**src/rtl/mem_access_ctrl_pkg.sv**
```systemverilog
// Shared definitions for the external-memory access controller:
// size codes, one-hot FSM states, request owner and small helpers.
package mem_pkg;

    localparam logic [1:0] SIZE_BYTE = 2'b00;
    localparam logic [1:0] SIZE_HALF = 2'b01;
    localparam logic [1:0] SIZE_WORD = 2'b10;

    typedef enum logic [2:0] {
        ST_IDLE    = 3'b001,
        ST_WAIT    = 3'b010,
        ST_RELEASE = 3'b100
    } state_e;

    typedef enum logic {
        OWN_IF = 1'b0,
        OWN_LS = 1'b1
    } owner_e;

    // Byte count handed to the engine; the reserved code 11 behaves as a word.
    function automatic logic [2:0] size_to_bytes(input logic [1:0] size);
        logic [2:0] n;
        case (size)
            SIZE_BYTE: n = 3'd1;
            SIZE_HALF: n = 3'd2;
            default:   n = 3'd4;
        endcase
        return n;
    endfunction

    // Half on an odd address, or word not on a 4-byte boundary.
    function automatic logic is_misaligned(input logic [1:0] size, input logic [1:0] addr_lo);
        logic m;
        case (size)
            SIZE_BYTE: m = 1'b0;
            SIZE_HALF: m = addr_lo[0];
            default:   m = (addr_lo != 2'b00);
        endcase
        return m;
    endfunction

endpackage

```
**src/rtl/mem_access_ctrl_load_align.sv**
```systemverilog
// Converts the engine's MSB-first receive word into little-endian data.
// Received bytes are right-aligned with the first (lowest-address) byte
// most significant; stale upper bits are masked and the result extended.
module load_align
    import mem_pkg::*;
(
    input  logic [31:0] i_rdata,
    input  logic [1:0]  i_size,
    input  logic        i_unsigned,
    output logic [31:0] o_data
);

    logic [15:0] w_half;

    assign w_half = {i_rdata[7:0], i_rdata[15:8]};

    // Select the byte order and extension for the requested access size.
    always_comb begin
        o_data = 32'h0000_0000;
        case (i_size)
            SIZE_BYTE: o_data = {{24{~i_unsigned & i_rdata[7]}}, i_rdata[7:0]};
            SIZE_HALF: o_data = {{16{~i_unsigned & w_half[15]}}, w_half};
            default:   o_data = {i_rdata[7:0], i_rdata[15:8], i_rdata[23:16], i_rdata[31:24]};
        endcase
    end

endmodule

```
**src/rtl/mem_access_ctrl.sv**
```systemverilog
// Arbitrates instruction fetch and load/store requests onto the SPI
// external-memory engine, sequences start_request including its release
// cycle, and returns little-endian extended read data.
// Optional: MEM_CTRL_MISALIGN_CHECK_EN rejects misaligned loads/stores
// without an engine transaction and adds the ls_misalign output.
module mem_access_ctrl
    import mem_pkg::*;
#(
    parameter int ADDR_W = 17
) (
    input  logic              clk,
    input  logic              rst_n,
    input  logic              if_req,
    input  logic [ADDR_W-1:0] if_addr,
    output logic              if_done,
    output logic [31:0]       if_rdata,
    input  logic              ls_req,
    input  logic [ADDR_W-1:0] ls_addr,
    input  logic              ls_write,
    input  logic [1:0]        ls_size,
    input  logic              ls_unsigned,
    input  logic [31:0]       ls_wdata,
    output logic              ls_done,
    output logic [31:0]       ls_rdata,
    output logic              busy,
    output logic              mem_start,
    output logic [2:0]        mem_num_bytes,
    output logic [ADDR_W-1:0] mem_addr,
    output logic              mem_is_write,
    output logic [31:0]       mem_wdata,
    input  logic              mem_done,
    input  logic [31:0]       mem_rdata
`ifdef MEM_CTRL_MISALIGN_CHECK_EN
    ,
    output logic              ls_misalign
`endif
);

    state_e      r_state;
    owner_e      r_owner;
    logic [1:0]  r_size;
    logic        r_unsigned;
    logic [31:0] w_aligned;
    logic        w_ls_misalign;

`ifdef MEM_CTRL_MISALIGN_CHECK_EN
    assign w_ls_misalign = is_misaligned(ls_size, ls_addr[1:0]);
`else
    assign w_ls_misalign = 1'b0;
`endif

    load_align u_load_align (
        .i_rdata    (mem_rdata),
        .i_size     (r_size),
        .i_unsigned (r_unsigned),
        .o_data     (w_aligned)
    );

    // Request FSM: issue, wait for the engine, then one forced release cycle.
    always_ff @(posedge clk or negedge rst_n) begin
        if (!rst_n) begin
            r_state       <= ST_IDLE;
            r_owner       <= OWN_IF;
            r_size        <= SIZE_BYTE;
            r_unsigned    <= 1'b0;
            mem_start     <= 1'b0;
            mem_num_bytes <= 3'd0;
            mem_addr      <= '0;
            mem_is_write  <= 1'b0;
            mem_wdata     <= 32'h0000_0000;
            if_done       <= 1'b0;
            ls_done       <= 1'b0;
            if_rdata      <= 32'h0000_0000;
            ls_rdata      <= 32'h0000_0000;
            busy          <= 1'b0;
`ifdef MEM_CTRL_MISALIGN_CHECK_EN
            ls_misalign   <= 1'b0;
`endif
        end else begin
            if_done <= 1'b0;
            ls_done <= 1'b0;
`ifdef MEM_CTRL_MISALIGN_CHECK_EN
            ls_misalign <= 1'b0;
`endif
            case (r_state)
                ST_IDLE: begin
                    if (ls_req && w_ls_misalign) begin
                        // Rejected without touching the engine.
                        mem_start <= 1'b0;
                        ls_done   <= 1'b1;
                        ls_rdata  <= 32'h0000_0000;
                        busy      <= 1'b1;
                        r_state   <= ST_RELEASE;
`ifdef MEM_CTRL_MISALIGN_CHECK_EN
                        ls_misalign <= 1'b1;
`endif
                    end else if (ls_req) begin
                        r_owner       <= OWN_LS;
                        r_size        <= ls_size;
                        r_unsigned    <= ls_unsigned;
                        mem_num_bytes <= size_to_bytes(ls_size);
                        mem_addr      <= ls_addr;
                        mem_is_write  <= ls_write;
                        mem_wdata     <= ls_wdata;
                        mem_start     <= 1'b1;
                        busy          <= 1'b1;
                        r_state       <= ST_WAIT;
                    end else if (if_req) begin
                        r_owner       <= OWN_IF;
                        r_size        <= SIZE_WORD;
                        r_unsigned    <= 1'b1;
                        mem_num_bytes <= 3'd4;
                        mem_addr      <= if_addr;
                        mem_is_write  <= 1'b0;
                        mem_wdata     <= 32'h0000_0000;
                        mem_start     <= 1'b1;
                        busy          <= 1'b1;
                        r_state       <= ST_WAIT;
                    end else begin
                        mem_start <= 1'b0;
                        busy      <= 1'b0;
                        r_state   <= ST_IDLE;
                    end
                end
                ST_WAIT: begin
                    if (mem_done) begin
                        mem_start <= 1'b0;
                        r_state   <= ST_RELEASE;
                        if (r_owner == OWN_IF) begin
                            if_done  <= 1'b1;
                            if_rdata <= w_aligned;
                        end else begin
                            ls_done  <= 1'b1;
                            ls_rdata <= mem_is_write ? 32'h0000_0000 : w_aligned;
                        end
                    end else begin
                        mem_start <= 1'b1;
                        r_state   <= ST_WAIT;
                    end
                end
                ST_RELEASE: begin
                    // Engine needs start low for a cycle to return to idle.
                    mem_start <= 1'b0;
                    busy      <= 1'b0;
                    r_state   <= ST_IDLE;
                end
                default: begin
                    mem_start <= 1'b0;
                    busy      <= 1'b0;
                    r_state   <= ST_IDLE;
                end
            endcase
        end
    end

endmodule

```
**config.mk**
```make
export PLATFORM = sky130hd
export DESIGN_NAME = mem_access_ctrl
export DESIGN_NICKNAME = d
export VERILOG_FILES = /design/src/rtl/mem_access_ctrl_pkg.sv /design/src/rtl/mem_access_ctrl_load_align.sv /design/src/rtl/mem_access_ctrl.sv
export SDC_FILE = /design/constraint.sdc
export NUM_CORES = 1
export LEC_CHECK = 0
export CAP_MARGIN = 20
export CORE_MARGIN = 2
export CORE_UTILIZATION = 50
export CTS_CLUSTER_DIAMETER = 120
export DETAILED_ROUTE_END_ITERATION = 16
export DONT_BUFFER_PORTS = 1
export SYNTH_ARGS = -nofsm -noshare
export SYNTH_HDL_FRONTEND = slang
export SYNTH_SLANG_ARGS = --single-unit
```
**constraint.sdc**
```tcl
create_clock -name clk -period 2.8 [get_ports clk]
set_clock_uncertainty 0.15 [all_clocks]
set_input_delay 0.56 -clock clk [delete_from_list [all_inputs] [get_ports clk]]
set_output_delay 0.56 -clock clk [all_outputs]
set_load 0.005 [all_outputs]
```
==> key figures, run 1 <==
Finish
  – Multi-input logic area: ~2200 µm²
  – Fill cells: a little under 1,000
  – Post-layout nets: 580
  – FF+latch area: around 3200 µm²
  – Syn-to-layout area delta: 9.10%
  – Layout cell share with drive strength beyond 1: 0.196

Timing
  – Final hold violations: between 100 and 150
  – Final slew viol count: 0
  – Worst slew margin: 0.448
  – Fmax achieved: between 400 and 500 MHz
  – Least-Margin Pin Slew: ~0.82 ns
  – Final worst path period need: approximately 2.3 ns
  – Final setup vio count: 0
  – RSZ-0062 raised after global routing: false
  – Final Cycle Share: 0.823
  – Sum Neg Setup Slack: 0 ns
  – WHS: -0.300 ns

Clock network
  – Clock sink total: between 100 and 150
  – Clk slew on worst S/H paths: ~0.05 ns
  – Root buffer cell: clkbuf_16
  – Worst-skew pair later-pin latency: about 0.4 ns
  – Post-CTS Resized: 0
  – Postcts setup bufs: 0
  – Num CTS Buffers: 17
  – Htree depth: 4
  – CTS Buffer Depth: 2
  – CTS tree: yes

Worst setup path
  – CP cell instances: nand4bb_4 > inv_2 > nand2_2 > a22o_1
  – CP peak stage delay: between 0.4 and 0.5 ns
  – CP bufs+invs: 1
  – Critical Path RT: just under 3 ns
  – Critical path class: reg -> reg
  – Worst r2r path cells: 4
  – Cell family with most CP delay: simple AND/OR/NAND/NOR gates
  – Crit start category: flop
  – Arrival time worst endpoint: about 2.4 ns
  – Critical R2R Capture: ls_rdata[14]$_DFFE_PN0P_
  – Reg2reg start: r_state[2]$_DFF_PN0_
  – Worst reg-to-reg setup slack: ~0.50 ns
  – Worst setup EP type: flop
  – Crit path max fanout: 33
  – CP max-delay cell: nand2_2

Global route
  – Initial antenna violation count: 1
  – Gr usage total: 0.218
  – Global-route wire length before repair: between 20,000 and 25,000 µm
  – Vias in the first global route: 3,752
  – Total gr overflow: 0
  – Maximum number of pins on one net before global-route repair: 129

Floorplanning
  – CORE AREA: between 10,000 and 15,000 µm²
  – Die area: 12,400 µm²
  – DIE HEIGHT: between 100 and 150 µm
  – IO Pins: ~230
  – Die Width: around 110 µm
  – Initial Util: 0.509
  – Site Rows: 39

Detailed routing
  – Via count: between 3,000 and 4,000
  – Via/cell ratio: between 5 and 6
  – Antenna-violating nets left: 0
  – Residual DRC: 0
  – WL per Instance: around 21 µm
  – DRT Wirelength: 13,200 µm
  – Initial DRC count: between 200 and 250
  – Pre-Repair DR Iteration Count: 4

Pwr
  – P per Cell Area: around 1100 nW/µm²
  – Pleak: 2.92 nW
  – Peak supply drop: around 560 µV

Logic synthesis
  – Compound-cell area share of the yosys netlist: 0.148
  – Mean Syn Cell Area: about 12 µm²
  – Yosys warns: 0
  – FF+latch count, synth: 128
  – Sequential share of the synthesized area: 0.556
  – Post-synthesis mux area share: 0.151
  – Post-Syn Area: 5760 µm²
  – Synth area leader: dfrtp_1
  – Xor and xnor fraction of the mapped netlist area: 0
  – Cell variety after synth: 38
  – Synthesized-area fraction occupied by adder cells: 0
  – Syn Nets: a little under 600
  – Synth top area share: 0.552
  – Largest family of logic cells by synthesized area: multiplexers
  – Post-Synth Simple-Gate Area: 0.0758
  – Cells after Synth: 486
  – Top cells by area, synth: dfrtp_1 (55%), mux2_2 (8.8%), mux2i_1 (6.1%)

Status
  – Failing checks: hold timing
  – Status: finished with violations

Flow run
  – Max-cap violations: 0

Min path
  – Hold Path Class: in -> async

Placed design
  – Final GP Congestion: 0.819
  – PortBufs: 0
  – Detailed Place HPWL: 9220 µm
## state kept, by name (all words and copies together) (netlist names), 2 cells and up
register	cells
mem_addr	17
if_rdata	32
mem_wdata	32
r_state	3
r_size	2
mem_num_bytes	3
ls_rdata	32
## power breakdown
part | internal [W] | total, W | switching (W)
clock | 0.00126 | 0.00200 | 0.000742
sequential | 0.00264 | 0.00337 | 0.000724
combinational | 0.000893 | 0.00175 | 0.000852
## cell usage after synthesis (all sizes together)
library cell    n
a211oi          3
or3b            1
dfrtp         127
and2            4
dfstp           1
nor2b          15
nor3b           1
o2bb2ai        16
a31o            8
a32o            8
nand3b          1
nand3           1
buf            25
nand2          36
o21ai          36
o31ai           1
nand2b         10
nand4bb         1
a21boi          8
a211o           8
a21oi          30
a22o            7
mux2           46
inv            41
clkbuf         10
a22oi           1
mux2i          35
or2             2
nor2            2
nor3            1
## cells by family after synthesis
| logic type | after synthesis |
|---|---|
| AND/OR/NAND/NOR | 75 |
| flip-flops | 128 |
| buffers and inverters | 76 |
| AO/OA/AOI/OAI | 126 |
| multiplexers | 81 |
## final cells by class
class                      instances  share of cell area
tap                              143              0.0285
clock inverter                     5             0.00438
sequential                       128               0.510
timing repair buffer               3             0.00558
multi-input combinational        282               0.344
clock buffer                      26              0.0827
inverter                          41              0.0249
antenna                            1            0.000398
## metrics by stage
stage	setup WS [ns]	utilization	cell area, µm²	power, W	std cells
detailed placement	0.548	0.506	5730	0.00516	597
CTS	0.513	0.555	6280	0.00719	628
global placement	0.594	0.506	5730	0.00508	597
floorplan	0.950	-	5760	0.00476	486
global route	0.345	0.555	6280	0.00754	629
finish	0.496	0.555	6280	0.00711	629
## worst max-delay path by stage
stage / end / start / cells past startpoint
2_1_floorplan: mem_num_bytes[0]$_DFFE_PN0P_ / ls_req / 6
6_report: ls_rdata[14]$_DFFE_PN0P_ / r_state[2]$_DFF_PN0_ / 4
3_3_place_gp: ls_rdata[9]$_DFFE_PN0P_ / mem_done / 4
5_1_grt: ls_rdata[14]$_DFFE_PN0P_ / r_state[2]$_DFF_PN0_ / 4
4_1_cts: ls_rdata[14]$_DFFE_PN0P_ / r_state[2]$_DFF_PN0_ / 4
3_5_place_dp: ls_rdata[14]$_DFFE_PN0P_ / mem_done / 4
## cells in the final DEF (no fill, tap or decap), types with 2 or more instances in the layout
master     count
a32o_1         8
buf_4          2
a21oi_1       30
inv_1         39
nand2_1       34
nor2_1         2
o21ai_0       36
clkbuf_16     17
mux2i_1       35
nand2b_1      10
a211oi_1       3
clkbuf_8       6
o2bb2ai_1     16
nor2b_1       15
mux2_2        45
a21boi_0       8
dfrtp_1      127
a211o_1        8
a31o_2         8
and2_1         4
clkinv_2       4
clkbuf_1       3
a22o_1         7
## routing by layer
metal | GRT usage | wire [µm] | vias to the layer above
li1 | - | - | 1664
met1 | 0.255 | 5090 | 1810
met2 | 0.350 | 6490 | 163
met3 | 0.110 | 1440 | 19
met4 | 0.0782 | 220 | 0
met5 | 0 | 0 | -
(Power assumes the default switching activity.)
==> run 2, diff against run 1 <==
- clock period: 2.8 -> 2.3 ns (I/O delays scaled with it)
==> key figures, run 2 (synthesis gave the netlist of run 1 again) <==
Finish
  – Fin area: 6450 µm² (was 6280 µm²)
  – Syn-to-layout area delta: 12.1% (was 9.10%)
  – Post-layout nets: 587 (was 580)
  – Most frequent cells in the layout: dfrtp_1 (127), mux2_2 (45), inv_1 (39) (unchanged)
  – Non-Filler Instances: 637 (was 629)
  – Largest registers: if_rdata (32), ls_rdata (32), mem_wdata (32) (unchanged)
  – Most common cell after layout, fill and taps aside: dfrtp_1 (unchanged)
  – Layout cell share with drive strength beyond 1: 0.211 (was 0.196)
  – Fill cells: 934 (was 985)

Global route
  – Global-route wire length before repair: 21,100 µm (about the same)
  – Initial antenna violation count: 1 (unchanged)
  – Vias in the first global route: 3,790 (was 3,752)
  – Gr usage total: 0.221 (was 0.218)
  – Total gr overflow: 0 (unchanged)
  – Maximum number of pins on one net before global-route repair: 129 (unchanged)

Worst setup path
  – CP cell instances: nand4bb_4 > buf_4 > nor3_4 > a32o_1 (was nand4bb_4 > inv_2 > nand2_2 > a22o_1)
  – Crit path max fanout: 19 (was 33)
  – CP max-delay cell: nor3_4 (was nand2_2)
  – Crit start category: flop (unchanged)
  – Critical Path RT: 2.50 ns (was 2.94 ns)
  – Arrival time worst endpoint: 2.11 ns (was 2.44 ns)
  – CP bufs+invs: 1 (unchanged)
  – Worst setup EP type: flop (unchanged)
  – CP peak stage delay: 0.51 ns (was 0.45 ns)
  – Critical path class: reg -> reg (unchanged)
  – Cell family with most CP delay: simple AND/OR/NAND/NOR gates (unchanged)

Flow run
  – Max-cap violations: 0 (unchanged)

Floorplanning
  – Initial Util: 0.509 (unchanged)
  – Site Rows: 39 (unchanged)
  – Die Width: 111 µm (unchanged)
  – DIE HEIGHT: 111 µm (unchanged)
  – IO Pins: 228 (unchanged)
  – Die area: 12,400 µm² (unchanged)
  – CORE AREA: 11,300 µm² (unchanged)

Timing
  – Final worst slack: 0.392 ns (was 0.496 ns)
  – Final worst path period need: 1.91 ns (was 2.30 ns)
  – Fmax achieved: 524 MHz (was 434 MHz)
  – Final Cycle Share: 0.830 (was 0.823)
  – Final hold violations: 128 (unchanged)
  – Sum Neg Setup Slack: 0 ns (unchanged)
  – Least-Margin Pin Slew: 0.641 ns (was 0.825 ns)
  – Worst slew margin: 0.571 (was 0.448)
  – WHS: -0.409 ns (was -0.300 ns)
  – Final setup vio count: 0 (unchanged)
  – Final slew viol count: 0 (unchanged)
  – RSZ-0062 raised after global routing: false (unchanged)

Clock network
  – CTS tree: yes (unchanged)
  – Clock sink total: 128 (unchanged)
  – Postcts setup bufs: 0 (unchanged)
  – Post-CTS Resized: 0 (unchanged)
  – CTS Buffer Depth: 2 (unchanged)
  – Hold_buf cts: 1
  – Worst-skew pair later-pin latency: 0.41 ns (was 0.40 ns)
  – Num CTS Buffers: 17 (unchanged)
  – Clk slew on worst S/H paths: 0.05 ns (about the same)
  – Root buffer cell: clkbuf_16 (unchanged)
  – Htree depth: 4 (unchanged)

Detailed routing
  – Antenna-violating nets left: 0 (unchanged)
  – Initial DRC count: 363 (was 225)
  – Residual DRC: 0 (unchanged)
  – Pre-Repair DR Iteration Count: 5 (was 4)
  – Via/cell ratio: 5.85 (was 5.81)
  – DRT Wirelength: 13,500 µm (was 13,200 µm)
  – Via count: 3,726 (was 3,656)
  – WL per Instance: 21.1 µm (about the same)

Placed design
  – Placed cells: 603 (was 597)
  – Final GP Congestion: 0.840 (was 0.819)
  – Detailed Place HPWL: 9140 µm (was 9220 µm)
  – Post-Place Cell Area: 5790 µm² (was 5730 µm²)
  – Dpl ws: 0.418 ns (was 0.548 ns)
  – PortBufs: 0 (unchanged)

Status
  – Failing checks: hold timing (unchanged)
  – Status: finished with violations (unchanged)

Min path
  – Hold Path Class: in -> async (unchanged)

Pwr
  – Peak supply drop: 699 µV (was 564 µV)
  – P per Cell Area: 1430 nW/µm² (was 1130 nW/µm²)
  – Pleak: 3.00 nW (was 2.92 nW)
run 2: cell count changes in the layout (fill, tap and decap cells not counted):
cell,before,now
bufinv_16,0,4
buf_4,2,7
clkbuf_1,3,1
buf_12,1,2
clkbuf_8,6,5
clkinvlp_4,1,3
dlygate4sd3_1,0,1
clkinv_2,4,2
run 2: per-layer routing:
metal	routed length, µm	GRT usage	vias up
met1	5160	0.258	1825
li1	-	-	1685
met4	286	0.0971	0
met2	6540	0.349	194
met5	0	0	-
met3	1460	0.103	22
run 2: worst reg2reg max path, cell delays in order, from the launching register on:
cell,delay [ns]
dfrtp_1,0.44
nand4bb_4,0.26
buf_4,0.22
nor3_4,0.51
a32o_1,0.27
run 2: cell type report:
cell class / instances / area (µm²) / area share
diodes: 1 / 2.50 / 0.000388
repair buffers: 10 / 103 / 0.0159
clock buffers: 23 / 498 / 0.0772
multi-input cells: 282 / 2160 / 0.334
clock inverters: 9 / 153 / 0.0237
well taps: 143 / 179 / 0.0277
inverters: 41 / 156 / 0.0242
flip-flops and latches: 128 / 3200 / 0.497
run 2: through the flow:
stage	hold slack, ns	power, W	utilization
after detailed placement	0.0179	0.00635	0.511
after global routing	-0.433	0.00972	0.570
after CTS	-0.428	0.00929	0.570
after global placement	0.0172	0.00625	0.511
final	-0.409	0.00920	0.570
after floorplan	0.0144	0.00579	-
run 2: final timing paths:
path | cells past startpoint | endpoint | startpoint | slack [ns]
worst max-delay path | 4 | ls_rdata[0]$_DFFE_PN0P_ | r_state[2]$_DFF_PN0_ | 0.39
worst min register to register | 1 | ls_rdata[25]$_DFFE_PN0P_ | ls_rdata[25]$_DFFE_PN0P_ | 0.36
worst min-delay path | 0 | ls_rdata[24]$_DFFE_PN0P_ | rst_n | -0.41
min in group clk | 2 | mem_wdata[1]$_DFFE_PN0P_ | ls_wdata[1] | 0.03
max in group asynchronous | 0 | r_state[0]$_DFF_PN1_ | rst_n | 2.19
worst max register to register | 4 | ls_rdata[0]$_DFFE_PN0P_ | r_state[2]$_DFF_PN0_ | 0.39
run 2: power by group:
part,total [W],switching (W),internal (W)
clock network,0.00292,0.000970,0.00195
logic,0.00227,0.00113,0.00114
registers,0.00401,0.000790,0.00322
